--- config.mk ---
export PLATFORM = sky130hd
export DESIGN_NAME = pipe_ctrl_flat
export DESIGN_NICKNAME = d
export VERILOG_FILES = /design/src/rtl/pipe_ctrl_if.sv /design/src/rtl/pipe_ctrl.sv /design/src/flat_wrapper.sv
export SDC_FILE = /design/constraint.sdc
export NUM_CORES = 1
export LEC_CHECK = 0
export BUFFER_PORTS_ARGS = -buffer_cell sky130_fd_sc_hd__buf_2
export CAP_MARGIN = 20
export CORE_ASPECT_RATIO = 0.6
export CORE_UTILIZATION = 50
export DETAILED_ROUTE_END_ITERATION = 8
export GPL_ROUTABILITY_DRIVEN = 0
export PLACE_DENSITY = 0.9
export REMOVE_ABC_BUFFERS = 1
export SYNTH_ARGS = -nofsm -noshare
export SYNTH_HDL_FRONTEND = slang
export SYNTH_SLANG_ARGS = --single-unit
--- constraint.sdc ---
create_clock -name clk -period 2.5 [get_ports clk]
set_clock_uncertainty 0.05 [all_clocks]
set_input_delay 0.125 -clock clk [delete_from_list [all_inputs] [get_ports clk]]
set_output_delay 0.125 -clock clk [all_outputs]
set_load 0.005 [all_outputs]
--- src/rtl/pipe_ctrl_if.sv ---
// Pipeline control bus: stall/hold/flush requests from the pipeline and
// the per-stage stall/bubble/flush controls plus counters sent back to it.
interface pipe_ctrl_if #(
  parameter int STAGES    = 6,
  parameter int PC_WIDTH  = 32,
  parameter int HOLD_W    = 6,
  parameter int CNT_WIDTH = 32
);
  localparam int SW = (STAGES > 1) ? $clog2(STAGES) : 1;

  logic [STAGES-1:0]    stallreq;
  logic                 hold_start;
  logic [SW-1:0]        hold_stage;
  logic [HOLD_W-1:0]    hold_len;
  logic                 flush_req;
  logic [PC_WIDTH-1:0]  flush_pc;
  logic [STAGES-1:0]    stall;
  logic [STAGES-1:0]    bubble;
  logic                 flush;
  logic [PC_WIDTH-1:0]  new_pc;
  logic                 hold_busy;
  logic [CNT_WIDTH-1:0] stall_cnt;
  logic [CNT_WIDTH-1:0] flush_cnt;

  modport master (
    output stallreq, hold_start, hold_stage, hold_len, flush_req, flush_pc,
    input  stall, bubble, flush, new_pc, hold_busy, stall_cnt, flush_cnt
  );

  modport slave (
    input  stallreq, hold_start, hold_stage, hold_len, flush_req, flush_pc,
    output stall, bubble, flush, new_pc, hold_busy, stall_cnt, flush_cnt
  );
endinterface

--- src/rtl/pipe_ctrl.sv ---
// Pipeline stall/flush controller: merges stall requests, a multi-cycle hold
// channel and a flush path into per-stage stall/bubble strobes plus counters.
module pipe_ctrl #(
  parameter int STAGES    = 6,
  parameter int PC_WIDTH  = 32,
  parameter int HOLD_W    = 6,
  parameter int CNT_WIDTH = 32
) (
  input logic        clk,
  input logic        rst,
  pipe_ctrl_if.slave bus
);
  localparam int SW = (STAGES > 1) ? $clog2(STAGES) : 1;
  localparam logic [SW-1:0]        LAST_STG = SW'(STAGES - 1);
  localparam logic [CNT_WIDTH-1:0] CNT_MAX  = {CNT_WIDTH{1'b1}};

  logic [HOLD_W-1:0]    hold_cnt_q, hold_cnt_d;
  logic [SW-1:0]        hold_stg_q, hold_stg_d;
  logic [CNT_WIDTH-1:0] stall_cnt_q, stall_cnt_d;
  logic [CNT_WIDTH-1:0] flush_cnt_q, flush_cnt_d;

  logic                 hold_busy_s;
  logic                 accept_s;
  logic                 hold_act_s;
  logic [SW-1:0]        start_stg_s;
  logic [SW-1:0]        hold_idx_s;
  logic                 run_s;
  logic [STAGES-1:0]    stall_raw_s;
  logic [STAGES-1:0]    stall_s;
  logic [STAGES-1:0]    bubble_s;
  logic                 flush_s;
  logic [PC_WIDTH-1:0]  new_pc_s;

  // Hold acceptance and the stage index the hold channel currently claims
  always_comb begin
    if (bus.hold_stage > LAST_STG) begin
      start_stg_s = LAST_STG;
    end else begin
      start_stg_s = bus.hold_stage;
    end
    hold_busy_s = (hold_cnt_q != HOLD_W'(0));
    accept_s    = bus.hold_start & ~hold_busy_s & ~bus.flush_req & ~rst
                  & (bus.hold_len != HOLD_W'(0));
    hold_act_s  = accept_s | hold_busy_s;
    if (hold_busy_s) begin
      hold_idx_s = hold_stg_q;
    end else begin
      hold_idx_s = start_stg_s;
    end
  end

  // Stall mask: a request at stage k stalls k..0, so scan from the top down
  always_comb begin
    run_s       = 1'b0;
    stall_raw_s = {STAGES{1'b0}};
    for (int i = STAGES - 1; i >= 0; i--) begin
      run_s          = run_s | bus.stallreq[i];
      stall_raw_s[i] = run_s | (hold_act_s & (SW'(i) <= hold_idx_s));
    end
    if (rst | bus.flush_req) begin
      stall_s = {STAGES{1'b0}};
    end else begin
      stall_s = stall_raw_s;
    end
    bubble_s    = {STAGES{1'b0}};
    for (int i = 1; i < STAGES; i++) begin
      bubble_s[i] = stall_s[i-1] & ~stall_s[i];
    end
    flush_s = bus.flush_req & ~rst;
    if (flush_s) begin
      new_pc_s = bus.flush_pc;
    end else begin
      new_pc_s = {PC_WIDTH{1'b0}};
    end
  end

  // Next-state for hold tracking and saturating event counters
  always_comb begin
    if (bus.flush_req) begin
      hold_cnt_d = HOLD_W'(0);
    end else if (accept_s) begin
      hold_cnt_d = bus.hold_len - HOLD_W'(1);
    end else if (hold_busy_s) begin
      hold_cnt_d = hold_cnt_q - HOLD_W'(1);
    end else begin
      hold_cnt_d = hold_cnt_q;
    end
    if (accept_s) begin
      hold_stg_d = start_stg_s;
    end else begin
      hold_stg_d = hold_stg_q;
    end
    if (stall_s[0] && (stall_cnt_q != CNT_MAX)) begin
      stall_cnt_d = stall_cnt_q + CNT_WIDTH'(1);
    end else begin
      stall_cnt_d = stall_cnt_q;
    end
    if (flush_s && (flush_cnt_q != CNT_MAX)) begin
      flush_cnt_d = flush_cnt_q + CNT_WIDTH'(1);
    end else begin
      flush_cnt_d = flush_cnt_q;
    end
  end

  // State registers with synchronous reset
  always_ff @(posedge clk) begin
    if (rst) begin
      hold_cnt_q  <= HOLD_W'(0);
      hold_stg_q  <= SW'(0);
      stall_cnt_q <= CNT_WIDTH'(0);
      flush_cnt_q <= CNT_WIDTH'(0);
    end else begin
      hold_cnt_q  <= hold_cnt_d;
      hold_stg_q  <= hold_stg_d;
      stall_cnt_q <= stall_cnt_d;
      flush_cnt_q <= flush_cnt_d;
    end
  end

  assign bus.stall     = stall_s;
  assign bus.bubble    = bubble_s;
  assign bus.flush     = flush_s;
  assign bus.new_pc    = new_pc_s;
  assign bus.hold_busy = hold_busy_s;
  assign bus.stall_cnt = stall_cnt_q;
  assign bus.flush_cnt = flush_cnt_q;
endmodule

--- src/flat_wrapper.sv ---
// flat-port wrapper written by rule: the top's interface ports become plain ports
module pipe_ctrl_flat 
#(
  parameter int STAGES    = 6,
  parameter int PC_WIDTH  = 32,
  parameter int HOLD_W    = 6,
  parameter int CNT_WIDTH = 32
)
  (clk, rst, bus_stallreq, bus_hold_start, bus_hold_stage, bus_hold_len, bus_flush_req, bus_flush_pc, bus_stall, bus_bubble, bus_flush, bus_new_pc, bus_hold_busy, bus_stall_cnt, bus_flush_cnt);
  pipe_ctrl_if #(.STAGES(STAGES), .PC_WIDTH(PC_WIDTH), .HOLD_W(HOLD_W), .CNT_WIDTH(CNT_WIDTH)) bus_i ();
  input logic clk;
  input logic rst;
  input wire logic [$bits(bus_i.stallreq)-1:0] bus_stallreq;
  input wire logic [$bits(bus_i.hold_start)-1:0] bus_hold_start;
  input wire logic [$bits(bus_i.hold_stage)-1:0] bus_hold_stage;
  input wire logic [$bits(bus_i.hold_len)-1:0] bus_hold_len;
  input wire logic [$bits(bus_i.flush_req)-1:0] bus_flush_req;
  input wire logic [$bits(bus_i.flush_pc)-1:0] bus_flush_pc;
  output wire logic [$bits(bus_i.stall)-1:0] bus_stall;
  output wire logic [$bits(bus_i.bubble)-1:0] bus_bubble;
  output wire logic [$bits(bus_i.flush)-1:0] bus_flush;
  output wire logic [$bits(bus_i.new_pc)-1:0] bus_new_pc;
  output wire logic [$bits(bus_i.hold_busy)-1:0] bus_hold_busy;
  output wire logic [$bits(bus_i.stall_cnt)-1:0] bus_stall_cnt;
  output wire logic [$bits(bus_i.flush_cnt)-1:0] bus_flush_cnt;
  assign bus_i.stallreq = bus_stallreq;
  assign bus_i.hold_start = bus_hold_start;
  assign bus_i.hold_stage = bus_hold_stage;
  assign bus_i.hold_len = bus_hold_len;
  assign bus_i.flush_req = bus_flush_req;
  assign bus_i.flush_pc = bus_flush_pc;
  assign bus_stall = bus_i.stall;
  assign bus_bubble = bus_i.bubble;
  assign bus_flush = bus_i.flush;
  assign bus_new_pc = bus_i.new_pc;
  assign bus_hold_busy = bus_i.hold_busy;
  assign bus_stall_cnt = bus_i.stall_cnt;
  assign bus_flush_cnt = bus_i.flush_cnt;
  pipe_ctrl #(.STAGES(STAGES), .PC_WIDTH(PC_WIDTH), .HOLD_W(HOLD_W), .CNT_WIDTH(CNT_WIDTH)) u_core (.clk(clk), .rst(rst), .bus(bus_i));
endmodule
==> impl_metrics.json <==
{
  "antenna_found_initial": 0,
  "layout-drive-gt1-share": 0.3194,
  "io_buffers": 159,
  "synth_area_um2": 4283,
  "tns_ns": 0,
  "finalHoldViolations": 0,
  "ys_warn_count": 0,
  "startpoint_type": "flop",
  "final_common_cell": "buf_2",
  "path_max_fanout": 5,
  "status": "finished clean",
  "grt_first_pass_wirelength_mm": 20.78,
  "met1_length_mm": 5.879,
  "routed_wl_mm": 13.27,
  "relSlewSlack": 0.4630,
  "core_um2": 8070,
  "synth_seq_area_share": 0.3412,
  "grt_start_max_net_pins": 36,
  "synth_seq_cells": 73,
  "cts_root_buf": "clkbuf_16",
  "hold_ws_ns": 0.07682,
  "slew_viol_final": 0,
  "die_h_um": 73.69,
  "die_w_um": 121.5,
  "drc": 0,
  "htree_num_levels": 3,
  "cp.required_ns": 2.33,
  "wl_per_cell_um": 16.53,
  "drt_iter0_markers": 431,
  "critPathSlowestCell": "or4_4",
  "die_area_um2": 8952,
  "start_util": 0.5307,
  "rows": 25,
  "fillers": 658,
  "numCtsBuffers": 9,
  "clock_latency_ns": 0.35,
  "area_delta_synth_final_pct": 30.53,
  "vdd_ir_drop_max_v": 0.0004308,
  "power-per-cell-area_nw_per_um2": 548.9,
  "syn_inst": 531,
  "crit_buf_inv": 1,
  "fmax_mhz": 407.8,
  "hp-class": "primary input to flop",
  "firstDrtPassIters": 5,
  "crit_type": "flop to primary output",
  "slowest_delay_ns": 0.57,
  "clk_pin_slew_ns": 0.06,
  "dr_wl_met2_mm": 6.256,
  "async_flop_share": 0,
  "nets": 744,
  "critPathTopFamily": "simple AND/OR/NAND/NOR gates",
  "ys.flop_type": "dfxtp_1",
  "syn_avg_cell_area_um2": 8.066,
  "p_leak_nw": 2.380,
  "synth-edff-count": 0,
  "ios": 161,
  "wl_met3_um": 917,
  "place_ws_ns": 0.1690,
  "cts_buffer_depth": 2,
  "end_kind": "primary output",
  "cts_tree": "done",
  "worst_pin_slew_ns": 0.7852,
  "num_antenna_cells": 0,
  "setup_violations": 0,
  "finalCritPeriodShare": 0.9809,
  "routed.top_layer": "met4",
  "setup_ws_ns": 0.04779,
  "vias": 4790,
  "numClockSinks": 73,
  "ant_nets": 0,
  "layout_common_cells": "159 x buf_2, 73 x dfxtp_1, 53 x nor2_1, 36 x and2_1, 36 x nand2_1",
  "vias_per_cell": 5.965,
  "grt_use_total": 0.2946,
  "hpwlAfterDp_mm": 9.579,
  "grt_pass1_vias": 4284,
  "max-cap-violations": 0,
  "critPathArrivalTime_ns": 2.28,
  "ys_types": 58,
  "crit_chain": "or4_4 -> o21ai_2 -> nand3_2 -> a211oi_4 -> nor3b_2 -> buf_2",
  "period_needed_ns": 2.452,
  "grt_overflow": 0
}
==> cell usage after synthesis, types with 3 or more instances <==
library cell,n,area share
a211oi_1,6,0.011
a21oi_1,36,0.042
and2_1,36,0.053
and3_1,8,0.012
and4_1,12,0.025
buf_1,3,0.0026
buf_2,7,0.0082
buf_4,5,0.0088
clkbuf_1,11,0.0096
dfxtp_1,73,0.34
ha_1,3,0.0088
inv_1,12,0.011
mux2_2,13,0.034
mux2i_1,7,0.016
nand2_1,36,0.032
nand3_1,31,0.036
nand4_1,18,0.026
nor2_1,53,0.046
nor2b_1,14,0.020
nor4_1,19,0.028
o211ai_1,4,0.0070
o21a_1,4,0.0070
o21ai_0,25,0.029
o311ai_0,4,0.0082
o31a_1,3,0.0061
o31ai_1,8,0.014
o41ai_1,4,0.0082
or2_2,3,0.0044
or3_1,18,0.026
or4_1,12,0.021
xnor2_1,10,0.020
xor2_1,3,0.0061
==> worst register-to-register path, cell delays in order, from the launching register on <==
cell,delay (ns)
dfxtp_1,0.44
nand4_1,0.29
nor4_4,0.50
o311ai_4,0.28
nor4_1,0.28
mux2_2,0.38
==> state kept, by name, summed over array words and instances (netlist names) <==
signal / flops
u_core.bus.flush_cnt: 32
u_core.hold_cnt_q: 6
u_core.hold_stg_q: 3
u_core.bus.stall_cnt: 32
==> kinds of logic (layout without fill, tap and decap cells) <==
logic type | after synthesis | count (layout) | share of synthesized area
flip-flops | 73 | 73 | 0.3412
AND/OR/NAND/NOR | 274 | 274 | 0.3605
buffers and inverters | 40 | 204 | 0.04586
other | 1 | 1 | 0.0008756
XOR/XNOR | 13 | 13 | 0.02659
multiplexers | 20 | 20 | 0.05054
adder cells (fa/ha/maj) | 3 | 3 | 0.008765
AO/OA/AOI/OAI | 107 | 107 | 0.1656
==> final timing paths <==
kind,from,to,slack [ns],depth (start not counted)
worst max register to register,u_core.bus.stall_cnt[7],u_core.bus.stall_cnt[22],0.17,5
worst min register to register,u_core.bus.stall_cnt[31],u_core.bus.stall_cnt[31],0.45,1
worst min-delay path,bus_hold_len[5],u_core.hold_cnt_q[5],0.08,3
worst max-delay path,u_core.hold_cnt_q[0],bus_bubble[2],0.05,6
==> where the power goes <==
group,switching [mW],leakage [nW],internal (mW)
combinational,0.196,1.63,0.157
sequential,0.0226,0.589,1.18
clock,0.539,0.162,0.975
==> metrics by stage <==
step / utilization / std cells / power [mW] / area, µm²
after global routing: 0.6927 / 803 / 3.147 / 5590
after detailed placement: 0.6400 / 782 / 1.530 / 5165
after floorplan: - / 503 / 1.380 / 4131
final: 0.6927 / 803 / 3.068 / 5590
after CTS: 0.6853 / 799 / 3.025 / 5530
after global placement: 0.6400 / 782 / 1.513 / 5165
==> cell type report <==
cell class | count | area, µm² | area share
inverter | 12 | 45.04 | 0.008057
timing repair buffer | 176 | 938.4 | 0.1679
sequential | 73 | 1461 | 0.2614
multi-input combinational | 418 | 2666 | 0.4769
tap | 108 | 135.1 | 0.02417
clock buffer | 9 | 225.2 | 0.04029
clock inverter | 7 | 118.9 | 0.02126
==> repair_timing <==
action	4_1_cts	5_1_grt
setup buffers	0	4
gates resized for setup	4	9
pin swaps	0	4
endpoints found under the hold margin	1	0
setup endpoints to repair	4	11
hold buffers	1	0
==> layer usage <==
layer  track usage  vias up
met5             0        -
li1              -     2286
met2        0.4678      221
met1        0.3922     2255
met3       0.06832       28
met4        0.1056        0
(Power assumes the default switching activity.)
